$ cat src/rtl/uart_pkg.sv
// Shared UART definitions: frame constants, FSM state encodings and parity helper.
package uart_pkg;

  localparam int unsigned DATA_W    = 8;
  localparam logic        IDLE_LVL  = 1'b1;
  localparam int unsigned PAR_MAX_W = 32;

  typedef enum logic [2:0] {
    ST_IDLE   = 3'd0,
    ST_START  = 3'd1,
    ST_DATA   = 3'd2,
    ST_PARITY = 3'd3,
    ST_STOP   = 3'd4
  } uart_state_e;

  // p_sel=1 gives even parity (^data), p_sel=0 gives odd parity (~^data).
  // Callers zero-extend to PAR_MAX_W; zero padding does not change either result.
  function automatic logic par(input logic [PAR_MAX_W-1:0] data, input logic p_sel);
    return p_sel ? (^data) : (~^data);
  endfunction

endpackage

$ cat src/rtl/uart_tx_hold.sv
// One-entry holding register between the valid/ready port and the frame FSM.
module uart_tx_hold #(
  parameter int unsigned DATA_W = 8
) (
  input  logic              clk,
  input  logic              rst_n,
  input  logic [DATA_W-1:0] data_i,
  input  logic              p_sel_i,
  input  logic              valid_i,
  input  logic              pop_i,
  output logic              ready_o,
  output logic              full_o,
  output logic [DATA_W-1:0] data_o,
  output logic              p_sel_o
);

  logic              full_q, full_d;
  logic [DATA_W-1:0] data_q, data_d;
  logic              p_sel_q, p_sel_d;

  // Capture on accept, release when the FSM loads the byte into its shifter.
  always_comb begin
    full_d  = full_q;
    data_d  = data_q;
    p_sel_d = p_sel_q;
    if (valid_i && !full_q) begin
      full_d  = 1'b1;
      data_d  = data_i;
      p_sel_d = p_sel_i;
    end else if (pop_i) begin
      full_d = 1'b0;
    end
  end

  // Holding register state.
  always_ff @(posedge clk or negedge rst_n) begin
    if (!rst_n) begin
      full_q  <= 1'b0;
      data_q  <= '0;
      p_sel_q <= 1'b0;
    end else begin
      full_q  <= full_d;
      data_q  <= data_d;
      p_sel_q <= p_sel_d;
    end
  end

  assign ready_o = !full_q;
  assign full_o  = full_q;
  assign data_o  = data_q;
  assign p_sel_o = p_sel_q;

endmodule

$ cat src/rtl/uart_tx.sv
// UART transmitter: frame FSM, shifter and bit counters driven by a shared baud tick.
module uart_tx
  import uart_pkg::*;
#(
  parameter int unsigned DATA_W    = uart_pkg::DATA_W,
  parameter int unsigned PARITY_EN = 1,
  parameter int unsigned STOP_BITS = 1
) (
  input  logic              clk,
  input  logic              rst_n,
  input  logic              baud_tick,
  input  logic              p_sel,
  input  logic [DATA_W-1:0] tx_data,
  input  logic              tx_valid,
  output logic              tx_ready,
  output logic              tx,
  output logic              tx_busy,
  output logic              tx_done
);

  localparam int unsigned CNT_W = (DATA_W > 1) ? $clog2(DATA_W) : 1;

  uart_state_e       state_q, state_d;
  logic [DATA_W-1:0] shift_q, shift_d;
  logic [CNT_W-1:0]  bit_cnt_q, bit_cnt_d;
  logic              stop_cnt_q, stop_cnt_d;
  logic              par_q, par_d;
  logic              tx_q, tx_d;
  logic              done_q, done_d;
  logic              busy_q;
  logic              load;

  logic              hold_full;
  logic [DATA_W-1:0] hold_data;
  logic              hold_p_sel;

  uart_tx_hold #(.DATA_W(DATA_W)) u_hold (
    .clk     (clk),
    .rst_n   (rst_n),
    .data_i  (tx_data),
    .p_sel_i (p_sel),
    .valid_i (tx_valid),
    .pop_i   (load),
    .ready_o (tx_ready),
    .full_o  (hold_full),
    .data_o  (hold_data),
    .p_sel_o (hold_p_sel)
  );

  // Next-state logic; every transition happens on a baud tick, registering the next bit.
  always_comb begin
    state_d    = state_q;
    shift_d    = shift_q;
    bit_cnt_d  = bit_cnt_q;
    stop_cnt_d = stop_cnt_q;
    par_d      = par_q;
    tx_d       = tx_q;
    done_d     = 1'b0;
    load       = 1'b0;
    if (baud_tick) begin
      unique case (state_q)
        ST_IDLE: begin
          tx_d = IDLE_LVL;
          load = hold_full;
        end
        ST_START: begin
          tx_d      = shift_q[0];
          shift_d   = shift_q >> 1;
          bit_cnt_d = '0;
          state_d   = ST_DATA;
        end
        ST_DATA: begin
          if (bit_cnt_q == CNT_W'(DATA_W - 1)) begin
            if (PARITY_EN != 0) begin
              tx_d    = par_q;
              state_d = ST_PARITY;
            end else begin
              tx_d       = 1'b1;
              stop_cnt_d = 1'b0;
              state_d    = ST_STOP;
            end
          end else begin
            tx_d      = shift_q[0];
            shift_d   = shift_q >> 1;
            bit_cnt_d = bit_cnt_q + 1'b1;
          end
        end
        ST_PARITY: begin
          tx_d       = 1'b1;
          stop_cnt_d = 1'b0;
          state_d    = ST_STOP;
        end
        ST_STOP: begin
          if (stop_cnt_q != 1'(STOP_BITS - 1)) begin
            stop_cnt_d = stop_cnt_q + 1'b1;
          end else begin
            done_d = 1'b1;
            if (hold_full) begin
              load = 1'b1;
            end else begin
              tx_d    = IDLE_LVL;
              state_d = ST_IDLE;
            end
          end
        end
        default: begin
          tx_d    = IDLE_LVL;
          state_d = ST_IDLE;
        end
      endcase
      // A load always launches a start bit, from IDLE or straight after the last stop bit.
      if (load) begin
        shift_d = hold_data;
        par_d   = par(PAR_MAX_W'(hold_data), hold_p_sel);
        tx_d    = 1'b0;
        state_d = ST_START;
      end
    end
  end

  // FSM, datapath and registered outputs; reset aborts any frame and idles the line.
  always_ff @(posedge clk or negedge rst_n) begin
    if (!rst_n) begin
      state_q    <= ST_IDLE;
      shift_q    <= '0;
      bit_cnt_q  <= '0;
      stop_cnt_q <= 1'b0;
      par_q      <= 1'b0;
      tx_q       <= IDLE_LVL;
      done_q     <= 1'b0;
      busy_q     <= 1'b0;
    end else begin
      state_q    <= state_d;
      shift_q    <= shift_d;
      bit_cnt_q  <= bit_cnt_d;
      stop_cnt_q <= stop_cnt_d;
      par_q      <= par_d;
      tx_q       <= tx_d;
      done_q     <= done_d;
      busy_q     <= (state_d != ST_IDLE);
    end
  end

  assign tx      = tx_q;
  assign tx_busy = busy_q;
  assign tx_done = done_q;

endmodule
$ cat config.mk
export PLATFORM = sky130hd
export DESIGN_NAME = uart_tx
export DESIGN_NICKNAME = d
export VERILOG_FILES = /design/src/rtl/uart_pkg.sv /design/src/rtl/uart_tx_hold.sv /design/src/rtl/uart_tx.sv
export SDC_FILE = /design/constraint.sdc
export NUM_CORES = 1
export LEC_CHECK = 0
export ABC_AREA = 1
export ABC_CLOCK_PERIOD_IN_PS = 2500
export CAP_MARGIN = 0
export CORE_MARGIN = 2
export CORE_UTILIZATION = 50
export DETAILED_ROUTE_END_ITERATION = 6
export PLACE_DENSITY = 0.73
export SKIP_CTS_REPAIR_TIMING = 1
export SLEW_MARGIN = 40
export SYNTH_ARGS = -nofsm -noshare
export SYNTH_HDL_FRONTEND = slang
export SYNTH_SLANG_ARGS = --single-unit
export TNS_END_PERCENT = 20
$ cat constraint.sdc
create_clock -name clk -period 2.5 [get_ports clk]
set_input_delay 0.5 -clock clk [delete_from_list [all_inputs] [get_ports clk]]
set_output_delay 0.5 -clock clk [all_outputs]
set_load 0.05 [all_outputs]
==> Word-level counts from Yosys, hierarchy flattened <==
Index checks and enable logic that the tools add are counted.
{ "classes": {"add_sub_neg": 2, "n_mul": 0, "n_div": 0, "n_lt_le_gt_ge": 0, "eq_ne": 9, "shifts": 0, "mux": 29, "n_bitwise": 0, "n_reduce_logical": 15} }
{ "ops": {"columns": ["op", "count"], "rows": [
  ["$reduce_xnor 32->1", 1],
  ["$reduce_xor 32->1", 1],
  ["$mux 3", 6],
  ["$mux 8", 2],
  ["$pmux 8 s2", 1],
  ["$mux 1", 15],
  ["$pmux 3 s5", 1],
  ["$ne 3x3->1 const B", 3],
  ["$reduce_and 3->1", 3],
  ["$eq 3x2->1 const B", 2],
  ["$eq 3x3->1 const B", 2],
  ["$pmux 3 s2", 1],
  ["$reduce_bool 2->1", 3],
  ["$reduce_bool 3->1", 2],
  ["$pmux 1 s2", 2],
  ["$reduce_and 2->1", 2],
  ["$add 3x1->3 const B", 1],
  ["$eq 3x1->1 const B", 1],
  ["$logic_not 3->1", 1],
  ["$pmux 1 s3", 1],
  ["$ne 2x2->1 const B", 1],
  ["$add 1x1->1 const B", 1],
  ["$logic_and 1x1->1", 1],
  ["$logic_not 1->1", 1]
]} }
{ "word_totals": {"register_bits": 29, "latch_bits": 0, "ram_bits": 0, "mem_bits_ro": 0, "out_inout_bits": 4, "word_cells": 66, "n_memories": 0} }

==> Longest topological paths before layout <==
Gate-level depths: netlist (run 1).
{ "logic_depth": {"ltp_word": 7, "ltp_mapped": 9, "ltp_nobuf": 9} }

==> By module <==
Synthesis (run 1) repeated with hierarchy kept, for this count alone.
{ "unflattened": {"cells_unflattened": 179, "hier_area_um2": 1487.7} }
{ "by_module_without_submodules": {"columns": ["module", "instances", "cells_each", "area_each_um2"], "rows": [
  ["uart_tx", 1, 137, 1082.3],
  ["uart_tx_hold", 1, 42, 405.4]
]} }

==> Worst setup path before layout (run 1) <==
Ideal clock, no wire load.
{ "synth_path": {"kind": "register to register", "startpoint": "reg u_hold.full_q, in the netlist u_hold.full_o", "endpoint": "reg u_hold.data_q[7], in the netlist u_hold.data_o[7]", "setup_ns": 0.124, "arrival_ns": 1.286, "setup_slack_ns": 1.091, "path_stages_with_launch": 6, "path_cell_list": "dfrtp_1 -> inv_1 -> nand2_1 -> buf_2 -> nor2_1 -> a21oi_1"} }
{ "synth_between": {"elab_chain_len": 2} }
{ "synth_rtl": {"columns": ["item", "line_no", "rtl"], "rows": [
  ["start: declaration", "uart_tx_hold.sv:17", "logic full_q, full_d;"],
  ["start signal: assignment", "uart_tx_hold.sv:42", "full_q <= full_d;"],
  ["$logic_not 1->1", null, null],
  ["via tx_ready", "uart_tx.sv:15", "output logic tx_ready,"],
  ["$logic_and 1x1->1", "uart_tx_hold.sv:26", "if (valid_i && !full_q) begin"],
  ["end signal: assignment", "uart_tx_hold.sv:43", "data_q <= data_d;"],
  ["end: declaration", "uart_tx_hold.sv:18", "logic [DATA_W-1:0] data_q, data_d;"]
]} }
The timed path passes the listed nets, and every way through them passes these cells.
A chain may end at the register's enable or synchronous reset.

==> Worst setup path after layout (run 1) <==
{ "layout_path": {"startpoint": "reg tx_q, in the netlist tx", "endpoint": "out tx"} }
{ "layout_lines": {"columns": ["item", "line_no", "rtl"], "rows": [
  ["start: declaration", "uart_tx.sv:28", "logic tx_q, tx_d;"],
  ["start signal: assignment", "uart_tx.sv:138", "tx_q <= tx_d;"],
  ["end: declaration", "uart_tx.sv:16", "output logic tx,"]
]} }
No word-level cell between the ends.

==> out/metrics.sh, run 1 <==
AVGSYNTHCELLAREA_UM2=8.344
FIN_CRIT_NS=2.162
STARTPOINT_TYPE='flip-flop'
YS_SEQ_AREA_SHARE_PCT=50.68
PLACE_CONGESTION=0.8611
PORTBUFFERS=16
MIN-DELAY-PATH-CLASS='reg2reg'
WORST_HOLD_STARTPOINT='par_q'
VIAS_PER_CELL=5.079
IRDROPWORSTVDD_mV=0.8117
NUMCTSBUFFERS=3
CLOCKBUFFERDEPTH=2
MOST_FREQUENT_STANDARD_CELL_IN_THE_LAYOUT_EXCLUDING_FILL_AND_TAP_CELLS='sky130_fd_sc_hd__nand2_1'
SYN_INST=166
PLACED_CELL_AREA_UM2=1562
SETUP-VIOLATIONS-FINAL=0
DIEWIDTH_UM=56.63
REGAREA_UM2=701.9
CP_MAX_FO=2
CRITICAL_PATH_ARRIVAL_NS=1.66
GRT.TOTAL_USAGE_PCT=17.31
CAP_VIOLATIONS=0
FP-ROW-COUNT=19
FINAL_ANTENNA_NET_COUNT=0
SYN-CELL-AREA_UM2=1385
PLACE.DETAILED.HPWL_UM=1897
NUM-FILL-CELLS=257
ROUTE.DETAILED.DRC=0
SYNTHESIS.YOSYS.WARNINGS=0
FINAL_DESIGN_AREA_NO_FILL_UM2=1598
ENDPOINT_KIND='primary output'
TOTAL_LEAKAGE_POWER_nW=0.7983
FLOORPLAN.CORE_AREA_UM2=2686
CRITICAL_PATH.TOP_DELAY_FAMILY='buffers and inverters'
WORST_CLOCK_SKEW_NS=0.008634
CRITICAL_PATH.CELL_CHAIN='clkdlybuf4s50_1'
ROUTE.FINAL.WIRE_LENGTH_UM=2458
SYN_NETS=181
WORST-SLEW-PIN-TRANSITION_NS=0.4980
SLEW_HEADROOM_PCT=66.69
WORSTREG2REGEND='shift_q[4]'
TIMING.REG2REG.WORST_PATH_DEPTH=7
FINALHOLDVIOLATIONS=0
WIRE_PER_INST_UM=11.43
TOTAL_NEG_SETUP_SLACK_NS=0
MULTI_INPUT_COMB_AREA_UM2=566.8
STATUS='finished clean'
YOSYS.AREA.TOP_TYPE='sky130_fd_sc_hd__dfrtp_1'
RSZ0062_AT_GRT='no'
HOLDPATHEND='par_q'
MIN_PERIOD_OVER_PERIOD_PCT=86.50
TRITONCTS='yes'
WORSTSKEWPAIRLATENCY_NS=0.32
NUMCLOCKSINKS=28
DRT_ITER0_MARKERS=29
TOTALPOWERFINAL_mW=1.946
REGTOREGSTARTPOINT='bit_cnt_q[0]'
WORST_PATH_REQUIRED_NS=2.00
NETS=200
GRT_ANTENNA_BEFORE_REPAIR=0
INITIAL_UTILIZATION_PCT=51.56
POWERDENSITY_nW_PER_UM2=1218
CRIT_TYPE='reg2out'
SYNTH.TOP_CELLS.BY_AREA='sky130_fd_sc_hd__dfrtp_1 49%, sky130_fd_sc_hd__nand2_1 8.9%, sky130_fd_sc_hd__a21oi_1 7.6%'
FINALMAXSLEWVIOLATIONS=0
HOLD_PATH_STAGES=2
VIAS_IN_THE_FIRST_GLOBAL_ROUTE=1128
SYNTH_LARGEST_TYPE_AREA_FRACTION_PCT=48.78
LAYOUT-AREA-OVERHEAD-VS-SYNTH_PCT=15.36
DIE_H_UM=56.63
GRT_PASS1_WL_UM=4381
DRIVE_ABOVE_1_SHARE_PCT=9.239
TIMING.CRITICAL_PATH.SLOWEST_STAGE_CELL='sky130_fd_sc_hd__clkdlybuf4s50_1'
N_ANTENNA_CELL=0
SYNTH.FF_LATCH_COUNT=28
GRT_OVERFLOW_TOTAL=0
VIA_COUNT=1092
H-TREE-DEPTH=1
MOST_FREQUENT_CELLS_IN_THE_LAYOUT='33 x sky130_fd_sc_hd__nand2_1, 27 x sky130_fd_sc_hd__dfrtp_1, 23 x sky130_fd_sc_hd__nor2_1, 22 x sky130_fd_sc_hd__inv_1, 21 x sky130_fd_sc_hd__a21oi_1'
FF2FF_SETUP_SLACK_NS=0.96
DRT_FIRST_PASS_ITERS=4
CRITICAL-PATH-MAX-STAGE-DELAY_NS=0.79
TOTAL_DIE_AREA_UM2=3207
FMAX_MHz=462.5
IOPINCOUNT=17
ROOT_BUFFER='sky130_fd_sc_hd__clkbuf_4'
GRT_MAX_DEGREE=29
CRITICAL_PATH_CELL_COUNT=1
CLK_PIN_SLEW_WORST_PATHS_NS=0.15
WORSTPATHBUFFERINVERTERCOUNT=1
YOSYS.CELL_TYPES.COUNT=24
report_power, final:
part / internal [mW] / switching, mW / leakage, nW
Clock: 0.0890 / 0.126 / 0.0210
Combinational: 0.353 / 0.591 / 0.453
Sequential: 0.653 / 0.134 / 0.324
state kept, by name, indices dropped and copies added (netlist names):
name and cells:
bit_cnt_q 3, tx_busy 1, tx 1, u_hold.full_o 1
tx_done 1, u_hold.p_sel_o 1, shift_q 8, par_q 1
state_q 3, u_hold.data_o 8
stage by stage:
stage / std cells / worst slack (ns) / hold slack (ns) / util [%]
2_1_floorplan: 166 / 1.091 / 0.2044 / -
3_3_place_gp: 211 / 0.6751 / 0.4732 / 58.13
3_5_place_dp: 211 / 0.6281 / 0.4758 / 58.13
4_1_cts: 215 / 0.3172 / 0.5088 / 59.48
5_1_grt: 215 / 0.2866 / 0.5291 / 59.48
6_report: 215 / 0.3376 / 0.5064 / 59.48
metal layers:
| layer | track usage, % | part of all wire, % |
|---|---|---|
| met5 | 0 | 0 |
| met4 | 7.483 | 1.1 |
| met3 | 2.535 | 3.6 |
| met2 | 30.73 | 52 |
| met1 | 20.64 | 44 |
kinds of logic (layout without fill, tap and decap cells):
kind of cell             after synthesis  count (layout)  share of synthesized area [%]
AND/OR/NAND/NOR                       72              72                          23.40
AO/OA/AOI/OAI                         35              35                          13.64
flip-flops                            28              28                          50.68
buffers and inverters                 26              44                          8.401
adder cells (fa/ha/maj)                2               2                          1.806
XOR/XNOR                               2               2                          1.265
multiplexers                           1               1                         0.8130
synth_stat cells:
cell / instances
sky130_fd_sc_hd__nand2_1: 33
sky130_fd_sc_hd__dfrtp_1: 27
sky130_fd_sc_hd__nor2_1: 23
sky130_fd_sc_hd__inv_1: 22
sky130_fd_sc_hd__a21oi_1: 21
sky130_fd_sc_hd__o21ai_0: 9
sky130_fd_sc_hd__nand3_1: 7
sky130_fd_sc_hd__buf_2: 2
sky130_fd_sc_hd__ha_1: 2
sky130_fd_sc_hd__nand2_2: 2
sky130_fd_sc_hd__nand2_4: 2
sky130_fd_sc_hd__nor2_2: 2
sky130_fd_sc_hd__o22ai_1: 2
sky130_fd_sc_hd__xnor2_1: 2
sky130_fd_sc_hd__a21oi_2: 1
sky130_fd_sc_hd__buf_12: 1
sky130_fd_sc_hd__dfstp_2: 1
sky130_fd_sc_hd__inv_2: 1
sky130_fd_sc_hd__mux2_2: 1
sky130_fd_sc_hd__nand3_4: 1
sky130_fd_sc_hd__nand3b_1: 1
sky130_fd_sc_hd__nor4_1: 1
sky130_fd_sc_hd__o21ai_2: 1
sky130_fd_sc_hd__o41ai_1: 1
final cells by class:
type	count	share of cell area, %
well taps	31	2.428
repair buffers	17	10.49
clock buffers	4	2.271
multi-input cells	112	35.47
flip-flops and latches	28	43.93
inverters	23	5.403
how the worst max path moves through the flow:
| stage | start | to |
|---|---|---|
| global placement | tx_valid | u_hold.data_o[6] |
| floorplan | u_hold.full_o | u_hold.data_o[7] |
| detailed placement | baud_tick | shift_q[1] |
| global route | tx | tx |
| CTS | tx | tx |
| finish | tx | tx |
Power figures use the tool's default switching activity.
==> run 2: changes to the inputs <==
--- a/config.mk
+++ b/config.mk
@@ -13,7 +13,6 @@
 export DETAILED_ROUTE_END_ITERATION = 6
 export PLACE_DENSITY = 0.73
 export SKIP_CTS_REPAIR_TIMING = 1
-export SLEW_MARGIN = 40
 export SYNTH_ARGS = -nofsm -noshare
 export SYNTH_HDL_FRONTEND = slang
 export SYNTH_SLANG_ARGS = --single-unit
==> results of run 2 <==
Final layout, timing and power as in run 1 (identical DEF).
==> run 3: changes to the inputs <==
--- a/config.mk
+++ b/config.mk
@@ -10,9 +10,11 @@
 export CAP_MARGIN = 0
 export CORE_MARGIN = 2
 export CORE_UTILIZATION = 50
+export CTS_BUF_LIST = sky130_fd_sc_hd__clkbuf_4 sky130_fd_sc_hd__clkbuf_8 sky130_fd_sc_hd__clkbuf_16
 export DETAILED_ROUTE_END_ITERATION = 6
 export PLACE_DENSITY = 0.73
 export SKIP_CTS_REPAIR_TIMING = 1
+export SKIP_LAST_GASP = 1
 export SYNTH_ARGS = -nofsm -noshare
 export SYNTH_HDL_FRONTEND = slang
 export SYNTH_SLANG_ARGS = --single-unit
==> results of run 3 <==
Final layout, timing and power as in run 1 (identical DEF).
